<file path="src/rtl/display_bcd_varredura.sv">
// Binary to packed BCD (sequential double dabble) driving a time-multiplexed 7-segment display.
// Latency: LARGURA+1 edges from the accepted load to the new bcd/pronto. Scan output is combinational from registers.
// Backpressure: loads arriving while ocupado=1 are dropped, not queued. Optional BLANK_ZEROS_EN blanks leading zeros.
module display_bcd_varredura #(
    parameter int LARGURA       = 6,
    parameter int DIGITOS       = 2,
    parameter int DIV_VARREDURA = 4
) (
    input  logic                 clk,
    input  logic                 rst,
    input  logic                 carregar,
    input  logic [LARGURA-1:0]   entrada,
    output logic                 ocupado,
    output logic                 pronto,
    output logic [4*DIGITOS-1:0] bcd,
    output logic [DIGITOS-1:0]   anodos,
    output logic [6:0]           segmentos
);

    localparam int BW = 4 * DIGITOS;
    localparam int CW = $clog2(LARGURA + 1);
    localparam int PW = (DIV_VARREDURA > 1) ? $clog2(DIV_VARREDURA) : 1;
    localparam int IW = (DIGITOS > 1) ? $clog2(DIGITOS) : 1;

    // The display must be wide enough to hold the largest input value.
    if (64'(10) ** DIGITOS < 64'(2) ** LARGURA) begin : g_capacidade
        $error("display_bcd_varredura: DIGITOS too small for LARGURA");
    end

    typedef enum logic {OCIOSO, CONVERTE} estado_t;

    estado_t           estado, prox_estado;
    logic [LARGURA-1:0] desloc;
    logic [BW-1:0]     trabalho;
    logic [BW-1:0]     ajustado;
    logic [BW-1:0]     deslocado;
    logic [CW-1:0]     contador;
    logic              ultimo;
    logic [PW-1:0]     presc;
    logic [IW-1:0]     indice;
    logic [3:0]        digito;
    logic              apagar;
    logic              zeros_acima;

    assign ultimo = (contador == CW'(LARGURA - 1));

    // FSM state register; reset aborts any conversion in flight.
    always_ff @(posedge clk) begin
        if (rst) estado <= OCIOSO;
        else     estado <= prox_estado;
    end

    // Next-state: a load starts a conversion, the last shift returns to idle.
    always_comb begin
        prox_estado = estado;
        case (estado)
            OCIOSO:   if (carregar) prox_estado = CONVERTE;
            CONVERTE: if (ultimo)   prox_estado = OCIOSO;
            default:  prox_estado = OCIOSO;
        endcase
    end

    // Add-3 correction on every work nibble >= 5, then shift the next binary bit in.
    always_comb begin
        ajustado = trabalho;
        for (int i = 0; i < DIGITOS; i++) begin
            if (trabalho[4*i +: 4] >= 4'd5)
                ajustado[4*i +: 4] = trabalho[4*i +: 4] + 4'd3;
        end
        deslocado = {ajustado[BW-2:0], desloc[LARGURA-1]};
    end

    // Conversion datapath; bcd only changes when a conversion completes.
    always_ff @(posedge clk) begin
        if (rst) begin
            desloc   <= '0;
            trabalho <= '0;
            contador <= '0;
            bcd      <= '0;
            ocupado  <= 1'b0;
            pronto   <= 1'b0;
        end else begin
            pronto <= 1'b0;
            case (estado)
                OCIOSO: begin
                    if (carregar) begin
                        desloc   <= entrada;
                        trabalho <= '0;
                        contador <= '0;
                        ocupado  <= 1'b1;
                    end
                end
                CONVERTE: begin
                    trabalho <= deslocado;
                    desloc   <= desloc << 1;
                    contador <= contador + CW'(1);
                    if (ultimo) begin
                        bcd     <= deslocado;
                        pronto  <= 1'b1;
                        ocupado <= 1'b0;
                    end
                end
                default: ;
            endcase
        end
    end

    // Free-running scan: prescaler sets dwell time, index walks the digits.
    always_ff @(posedge clk) begin
        if (rst) begin
            presc  <= '0;
            indice <= '0;
        end else if (presc == PW'(DIV_VARREDURA - 1)) begin
            presc  <= '0;
            indice <= (indice == IW'(DIGITOS - 1)) ? '0 : indice + IW'(1);
        end else begin
            presc <= presc + PW'(1);
        end
    end

    // Select the lit digit and its anode.
    always_comb begin
        digito = 4'd0;
        anodos = '0;
        for (int i = 0; i < DIGITOS; i++) begin
            anodos[i] = (indice == IW'(i));
            if (indice == IW'(i)) digito = bcd[4*i +: 4];
        end
    end

`ifdef BLANK_ZEROS_EN
    // Blank a non-units digit when it and every digit above it are zero.
    always_comb begin
        apagar      = 1'b0;
        zeros_acima = 1'b1;
        for (int i = DIGITOS - 1; i >= 1; i--) begin
            zeros_acima = zeros_acima && (bcd[4*i +: 4] == 4'd0);
            if ((indice == IW'(i)) && zeros_acima) apagar = 1'b1;
        end
    end
`else
    // All digits always shown, leading zeros included.
    always_comb begin
        apagar      = 1'b0;
        zeros_acima = 1'b0;
    end
`endif

    function automatic logic [6:0] decodifica(input logic [3:0] d);
        case (d)
            4'd0:    decodifica = 7'h3F;
            4'd1:    decodifica = 7'h06;
            4'd2:    decodifica = 7'h5B;
            4'd3:    decodifica = 7'h4F;
            4'd4:    decodifica = 7'h66;
            4'd5:    decodifica = 7'h6D;
            4'd6:    decodifica = 7'h7D;
            4'd7:    decodifica = 7'h07;
            4'd8:    decodifica = 7'h7F;
            4'd9:    decodifica = 7'h6F;
            default: decodifica = 7'h00;
        endcase
    endfunction

    // Segment pattern of the selected digit.
    always_comb begin
        segmentos = apagar ? 7'h00 : decodifica(digito);
    end

endmodule

</file>
<file path="config.mk">
export PLATFORM = sky130hd
export DESIGN_NAME = display_bcd_varredura
export DESIGN_NICKNAME = d
export VERILOG_FILES = /design/src/rtl/display_bcd_varredura.sv
export SDC_FILE = /design/constraint.sdc
export NUM_CORES = 1
export LEC_CHECK = 0
export CORE_ASPECT_RATIO = 0.5
export CORE_MARGIN = 5
export CORE_UTILIZATION = 30
export CTS_BUF_LIST = sky130_fd_sc_hd__clkbuf_8
export DETAILED_ROUTE_END_ITERATION = 10
export GPL_TIMING_DRIVEN = 0
export HOLD_SLACK_MARGIN = 0.05
export SLEW_MARGIN = 20
export SYNTH_ARGS = -nofsm -noshare
export SYNTH_HDL_FRONTEND = slang
export SYNTH_SLANG_ARGS = --single-unit
</file>
<file path="constraint.sdc">
create_clock -name clk -period 1.8 [get_ports clk]
set_input_delay 0.27 -clock clk [delete_from_list [all_inputs] [get_ports clk]]
set_output_delay 0.27 -clock clk [all_outputs]
set_load 0.05 [all_outputs]
</file>
# Word level (Yosys, flattened, before mapping)
# Memory sizes are Yosys's and may differ from the RTL's.
# Index checks and enable logic that the tools add are counted.
[totals]
input_bits = 9
mem_bits_rw = 0
mem_count = 1
register_bits = 31
mem_bits_ro = 112
latchBits = 0
[mem_list]
columns = ["memory", "depth", "word_bits", "read_ports", "rd_clocked_by_memory_dff", "wr", "line_no", "rtl"]
rows = [
  ["(name not given)", 16, 7, 1, 0, 0, "150", "case (d)"],
]
[classes]
eq_ne = 4
shift = 0
muxes = 17
n_reduce_logical = 4
n_bitwise = 2
add_sub_neg = 5
multipliers = 0
n_div = 0
n_lt_le_gt_ge = 2
[op_table]
columns = ["op", "count"]
rows = [
  ["one-hot mux 8 bit (2 select lines)", 1],
  ["one-hot mux 6 bit (2 select lines)", 1],
  ["greater-or-equal comparator 4 x 3 -> 1 bit, second input constant", 2],
  ["2-to-1 mux 4 bit", 2],
  ["2-to-1 mux 8 bit", 1],
  ["2-to-1 mux 1 bit", 6],
  ["2-to-1 mux 3 bit", 2],
  ["2-to-1 mux 6 bit", 1],
  ["one-hot mux 3 bit (2 select lines)", 1],
  ["adder 4 x 2 -> 4 bit, second input constant", 1],
  ["one-hot mux 1 bit (2 select lines)", 2],
  ["AND reduction 2 bit", 2],
  ["OR reduction 2 bit", 2],
  ["adder 3 x 1 -> 3 bit, second input constant", 1],
  ["adder 3 x 2 -> 3 bit, second input constant", 1],
  ["equality test 3 bit, second input constant", 1],
  ["adder 2 x 1 -> 2 bit, second input constant", 1],
  ["equality test 2 bit, second input constant", 1],
  ["!= test 2 x 1 -> 1 bit, second input constant", 1],
  ["!= test 2 bit, second input constant", 1],
  ["NOT 1 bit", 2],
  ["adder 1 bit, second input constant", 1],
]

# Logic depth before layout (Yosys ltp)
# Gate-level depths: netlist (run 1).
[logic_depth]
depth_word = 3
ltp_mapped = 7
mapped_depth_nobuf = 6

# Worst setup path after synthesis (run 1)
# Ideal clock, no wire load.
[synth_path]
path_kind = "reg-to-output"
from = "register bcd[4]"
to = "output segmentos[5]"
required_time_ns = 1.530
stages_incl_launch_ff = 7
path_slack_ns = -0.850
t_arrival_ns = 2.380
path_buffers = 0
path_cell_list = "dfxtp_1 > mux2i_1 > inv_1 > ha_1 > nor2_1 > a21oi_1 > o21ai_0"
[synth_between]
elab_chain_len = 2
[synth_lines]
columns = ["element", "line_no", "rtl"]
rows = [
  ["start, declared", "15", "output logic [4*DIGITOS-1:0] bcd,"],
  ["start signal, assigned", "98", "bcd <= deslocado;"],
  ["2-to-1 mux 4 bit", "127", "if (indice == IW'(i)) digito = bcd[4*i +: 4];"],
  ["memory (16 x 7 bit)", "n/a", ""],
  ["end, declared", "17", "output logic [6:0] segmentos"],
]
# Every way passes these cells.

# Worst setup path after layout (run 1)
[layout_path]
from = "register indice"
to = "output segmentos[3]"
[layout_between]
elab_chain_len = 2
[layout_lines]
columns = ["element", "line_no", "rtl"]
rows = [
  ["start, declared", "40", "logic [IW-1:0] indice;"],
  ["start signal, assigned", "115", "indice <= (indice == IW'(DIGITOS - 1)) ? '0 : indice + IW'(1);"],
  ["2-to-1 mux 4 bit", "127", ""],
  ["memory (16 x 7 bit)", "n/a", ""],
]
# Every way passes these cells.

==> results.py, run 1 <==
metrics = {
    "synth": {
        "synth_nets": 204,
        "synth_enable_flop_cells": 0,
        "synth_area_sq_mm": 0.00162,
        "yosysTopAreaCell": "dfxtp_1",
        "synthTopCellsByArea": "dfxtp_1 (38%), ha_1 (10%), mux2i_1 (6.8%)",
        "ys_seq_elements": 31,
        "synth_cells": 182,
        "synth.most_common_cell": "dfxtp_1",
        "synth.avg_cell_area_sq_um": 8.88,
        "synth_top_area_frac": 0.384,
        "netlist_top_cells_count": "dfxtp_1 (31), nor2_1 (24), o21ai_0 (16)",
        "yosysSeqAreaShare": 0.384,
        "synth_cell_types": 35,
        "async_reset_ff_frac": 0,
        "yosys_warnings": 0,
        "ys.flop_type": "dfxtp_1",
    },
    "clocking": {
        "cts-htree-levels": 2,
        "root_buffer": "clkbuf_8",
        "cts_tree": "built",
        "clkTransAtPathRegs_ns": 0.07,
        "numCtsBuffers": 5,
        "ctsHoldBuffers": 0,
        "cts.path.max_buffers": 2,
        "worst_skew_pair.late_latency_ns": 0.28,
        "cts_sinks": 31,
    },
    "placement": {
        "gp_congestion": 0.763,
        "placed_area_sq_mm": 0.00201,
        "io_buffers": 27,
        "dp.final_hpwl_microns": 2590,
        "place_ws_ns": -0.780,
    },
    "timing": {
        "fmax_mhz": 480,
        "fin_crit_ns": 2.08,
        "relSlewSlack": 0.653,
        "finalCritPeriodShare": 1.16,
        "finalWorstSetupSlack_ns": -0.281,
        "worst_clock_skew_ns": 0.00556,
        "fin_setup_tns_ns": -1.69,
        "tightest_slew_ns": 0.519,
        "setup_viol": 7,
        "hold_violations": 0,
        "report.final.slew_viol_count": 0,
        "rsz0062_at_grt": "yes",
    },
    "critical_path": {
        "critPathArrivalTime_ns": 1.81,
        "critPathSlowestCell": "dfxtp_2",
        "path_cells": "buf_8 > mux2i_4 > ha_1 > and2_4 > o21ai_2 > nand2_2 > buf_8",
        "required_ns": 1.53,
        "worstSetupEndpointType": "output port",
        "cpMostUsedCell": "buf_8",
        "critical_path_buf_inv_count": 2,
        "critical_path_class": "reg -> out",
        "cp_max_fo": 6,
        "startpoint_type": "flip-flop",
        "cpPeakStageDelay_ns": 0.35,
        "crit_family": "flip-flops",
    },
    "cells_and_area": {
        "final_area_sq_mm": 0.00228,
        "final_util": 0.451,
        "seqCellArea_sq_um": 627,
        "nNetsFinal": 245,
        "layout-drive-gt1-share": 0.286,
        "n_antenna_cell": 0,
        "area_growth_pct": 41.4,
        "multi_input_area_sq_mm": 0.00102,
        "nFillCells": 484,
    },
    "die": {
        "row_count": 18,
        "die_w_microns": 114,
        "io_pins": 28,
        "start_util": 0.319,
        "die_area_sq_mm": 0.00704,
        "coreArea_sq_mm": 0.00507,
        "die_y_microns": 61.9,
    },
    "power_and_ir_drop": {
        "power_density_mw_per_mm2": 655,
        "leakage_nw": 0.943,
        "ir_drop_v": 0.000373,
        "power_mw": 1.50,
    },
    "grt": {
        "antenna_found_initial": 0,
        "grt_pass1_vias": 1297,
        "grt_remaining_overflow": 0,
        "grt_max_degree": 11,
        "grt_use_total": 0.109,
        "grt_pass1_wl_microns": 5930,
    },
    "detailed_routing": {
        "dr_total_vias": 1351,
        "postRouteAntennaNets": 0,
        "viasPerCell": 4.60,
        "drt-pass1-iter-count": 4,
        "wl_per_cell_microns": 12.3,
        "drt_wl_total_microns": 3610,
        "drc_errors": 0,
        "drtIter0Drc": 74,
    },
    "hold_path": {
        "min_path_type": "reg -> reg",
    },
    "run_status": {
        "status": "complete, but fails checks",
        "violations": "setup timing",
    },
    "job": {
        "drv_cap": 0,
    },
}
-- worst paths after layout --
kind                                   from  cells past startpoint  slack [ns]      endpoint
worst max-delay path                 indice                      7       -0.28  segmentos[3]
worst min-delay path               presc[0]                      1        0.42      presc[0]
worst max register to register  trabalho[4]                      6        0.17        bcd[6]
worst min register to register     presc[0]                      1        0.42      presc[0]
-- flip-flops by register name (all words and copies together), names as in the netlist --
signal	flops
ocupado	1
estado	1
presc	2
contador	3
bcd	8
pronto	1
indice	1
desloc	6
trabalho	8
-- placed cells by master (no fill, tap or decap), drive strengths merged --
cell and count:
o41ai 1, xnor2 3, nor2 25, dlymetal6s2s 2, nor3 7, clkbuf 7, dfxtp 31, nand3b 1
or4b 1, and2 1, nor2b 2, mux2 2, nand3 5, dlygate4sd2 4, nand2 10, nor3b 4
inv 12, buf 22, o31a 1, a32o 1, clkdlybuf4s50 14, ha 13, a31oi 2, mux2i 13
nand2b 4, a22o 3, a21oi 16, o21ai 17
-- cell type report --
class	instances	share of cell area
flip-flops and latches	31	0.274
repair buffers	34	0.156
multi-input cells	132	0.445
well taps	70	0.0383
clock buffers	7	0.0422
plain buffers	8	0.0252
inverters	11	0.0181
clock inverters	1	0.00164
-- per-layer routing --
layer	GRT usage	up-vias	wire [microns]
li1	-	706	-
met4	0.0508	0	36
met2	0.179	27	1620
met3	0.0358	4	148
met5	0	-	0
met1	0.134	614	1810
-- where the power goes --
group	internal, mW	total (mW)	switching (mW)	leakage [nW]
clock	0.343	0.592	0.250	0.0557
combinational	0.0863	0.183	0.0965	0.633
sequential	0.709	0.721	0.0122	0.255
total	1.14	1.50	0.358	0.943
-- cells by family (layout without fill, tap and decap cells) --
logic type	after synthesis	in the layout	synth area share
mux	15	15	0.107
buf+inv	19	61	0.0589
fa+ha+maj	13	13	0.101
simple gates	60	60	0.181
compound gates	41	41	0.152
flops	31	31	0.384
xor+xnor	3	3	0.0163
-- metrics by stage --
step | cells | hold slack (ns)
floorplan | 182 | 0.398
global placement | 279 | 0.406
detailed placement | 279 | 0.415
CTS | 291 | 0.425
global route | 294 | 0.443
finish | 294 | 0.423
-- timing repair --
item	CTS	global route
pin swaps	7	1
buffers inserted	4	3
setup endpoints to repair	9	9
gates resized for setup	74	5
No activity file was read; power rests on OpenSTA's default activity.
==> run 2, diff against run 1 <==
- GPL_ROUTABILITY_DRIVEN: unset -> 0
==> results of run 2 <==
No change in the layout: final DEF, timing and power equal those of run 1.
==> run 3, diff against run 2 <==
- CORE_UTILIZATION: 30 -> 54
- PLACE_DENSITY: unset -> 0.81
==> run 3 against run 2 <==
Compared with the run above:
- the run still ends with setup timing left
- combinational power is essentially flat
- critical path depth did not move
- non-clock buffer count up 4
- wire length rose by 18%
- critical endpoint is now segmentos[2]
- highest routed layer unchanged
==> results.py, run 3 (synthesis gave the netlist of run 1 again) <==
metrics = {
    "die": {
        "coreArea_sq_mm": 0.00294,
        "row_count": 14,
        "start_util": 0.549,
        "die_y_microns": 48.7,
        "die_w_microns": 87.3,
        "die_area_sq_mm": 0.00425,
        "io_pins": 28,
    },
    "critical_path": {
        "critPathArrivalTime_ns": 1.84,
        "timing.rr.end": "trabalho[6]",
        "critical_path_buf_inv_count": 4,
        "path_cells": "buf_6 > mux2i_4 > inv_2 > buf_4 > ha_4 > a31oi_4 > buf_6",
        "crit_family": "buffers and inverters",
        "r2r-start": "trabalho[4]",
        "required_ns": 1.53,
        "rr_worst_depth": 6,
        "cpMostUsedCell": "buf_6",
        "worstSetupEndpointType": "output port",
        "critPathSlowestCell": "dfxtp_2",
        "reg2reg_slack_ns": 0.15,
        "cp_max_fo": 5,
        "startpoint_type": "flip-flop",
        "critical_path_class": "reg -> out",
        "cpPeakStageDelay_ns": 0.33,
    },
    "detailed_routing": {
        "postRouteAntennaNets": 0,
        "wl_met2_microns": 2120,
        "route.met3.wl_microns": 283,
        "drt-pass1-iter-count": 6,
        "detail_route.wirelength.met1_microns": 1790,
        "wl_per_cell_microns": 16.0,
        "top_layer": "met4",
        "drc_errors": 0,
        "viasPerCell": 5.45,
        "drt_wl_total_microns": 4260,
        "drtIter0Drc": 108,
        "dr_total_vias": 1455,
    },
    "power_and_ir_drop": {
        "intPower_mw": 1.09,
        "pwr-share-clk": 0.373,
        "power_density_mw_per_mm2": 631,
        "p_seq_frac": 0.502,
        "p_switching_mw": 0.350,
        "ir_drop_v": 0.000501,
        "p_sw_frac": 0.244,
        "p_comb_frac": 0.125,
        "leakage_nw": 0.967,
    },
    "clocking": {
        "cts_sinks": 31,
        "numCtsBuffers": 5,
        "cts_tree": "built",
        "root_buffer": "clkbuf_8",
        "cts.path.max_buffers": 2,
        "worst_skew_pair.late_latency_ns": 0.27,
        "cts-htree-levels": 2,
        "ctsHoldBuffers": 0,
        "clkTransAtPathRegs_ns": 0.06,
    },
    "cells_and_area": {
        "most-common-layout-cells": "dfxtp_1 (26), nor2_1 (20), clkdlybuf4s50_1 (14)",
        "nNetsFinal": 249,
        "final_util": 0.774,
        "layout_commonest_cell": "dfxtp_1",
        "layout-drive-gt1-share": 0.304,
        "n_antenna_cell": 0,
        "top_regs": "bcd: 8 flops, trabalho: 8 flops, desloc: 6 flops",
        "area_growth_pct": 41.0,
    },
    "run_status": {
        "status": "complete, but fails checks",
        "violations": "setup timing",
    },
    "hold_path": {
        "min_from": "presc[0]",
        "holdPathEnd": "presc[0]",
        "min_path_type": "reg -> reg",
        "worstHoldPathCells": 1,
    },
    "grt": {
        "grt_max_degree": 11,
        "grt_use_total": 0.200,
        "grt_pass1_wl_microns": 6740,
        "antenna_found_initial": 0,
        "grt_pass1_vias": 1450,
        "grt_remaining_overflow": 0,
    },
    "timing": {
        "finalCritPeriodShare": 1.17,
        "setup_viol": 7,
        "worst_clock_skew_ns": 0.00460,
        "tightest_slew_ns": 0.530,
        "report.final.slew_viol_count": 0,
        "fmax_mhz": 474,
        "finalWorstSetupSlack_ns": -0.311,
        "relSlewSlack": 0.646,
        "hold_violations": 0,
        "fin_crit_ns": 2.11,
        "rsz0062_at_grt": "yes",
    },
    "placement": {
        "io_buffers": 27,
        "dp.final_hpwl_microns": 2730,
        "place_ws_ns": -0.774,
    },
    "job": {
        "drv_cap": 0,
    },
}
[run 3: changes by cell type in the layout (fill, tap and decap cells not counted), sizes merged]
cell	before	now
buf	22	26
clkbuf	7	6
clkinv	0	1
dlygate4sd2	4	3
dlymetal6s2s	2	3
inv	12	11
[run 3: layout make-up]
| cell class | count | area, sq um |
|---|---|---|
| Multi-Input combinational cell | 132 | 1040 |
| Fill cell | 171 | 666 |
| Sequential cell | 31 | 627 |
| Timing Repair Buffer | 38 | 380 |
| Clock buffer | 6 | 82.6 |
| Buffer | 8 | 53.8 |
| Tap cell | 40 | 50.0 |
| Inverter | 11 | 41.3 |
| Clock inverter | 1 | 5.00 |
[run 3: worst max-delay path by stage]
stage | start | to | cells after the start
6_report | indice | segmentos[2] | 7
5_1_grt | indice | segmentos[2] | 7
4_1_cts | indice | segmentos[3] | 7
3_5_place_dp | indice | segmentos[0] | 8
3_3_place_gp | indice | segmentos[5] | 8
2_1_floorplan | indice | segmentos[2] | 6
[run 3: routing by layer]
metal / up-vias / GRT usage
li1: 712 / -
met1: 679 / 0.239
met2: 54 / 0.361
met3: 10 / 0.0441
met4: 0 / 0.0485
met5: - / 0
[run 3: per-stage QoR]
step	total power, mW	hold slack (ns)	area (sq um)	cells	TNS [ns]
finish	1.44	0.469	2280	267	-1.87
global route	1.49	0.507	2280	267	-2.35
CTS	1.44	0.435	2190	263	-1.64
detailed placement	0.903	0.425	1980	249	-4.72
global placement	0.895	0.408	1980	249	-4.41
floorplan	0.847	0.398	1660	182	-0.0979
[run 3: worst reg2reg max path, stage by stage (launching register included)]
cell and delay, ns:
dfxtp_1 0.34, inv_1 0.13, ha_1 0.26, nand2b_1 0.10, a21oi_2 0.23, mux2_2 0.38
o21ai_0 0.14
[run 3: repair_timing]
action	4_1_cts	5_1_grt
endpoints found under the setup margin	8	10
buffers inserted	7	5
pin swaps	5	3
resized for setup	69	14
[run 3: power by group through the flow]
stage | registers (mW) | clock network, mW | logic [mW]
5_1_grt | 0.724 | 0.572 | 0.198
2_1_floorplan | 0.739 | 0 | 0.108
4_1_cts | 0.721 | 0.540 | 0.179
3_5_place_dp | 0.736 | 0 | 0.167
3_3_place_gp | 0.734 | 0 | 0.161
6_report | 0.722 | 0.536 | 0.180
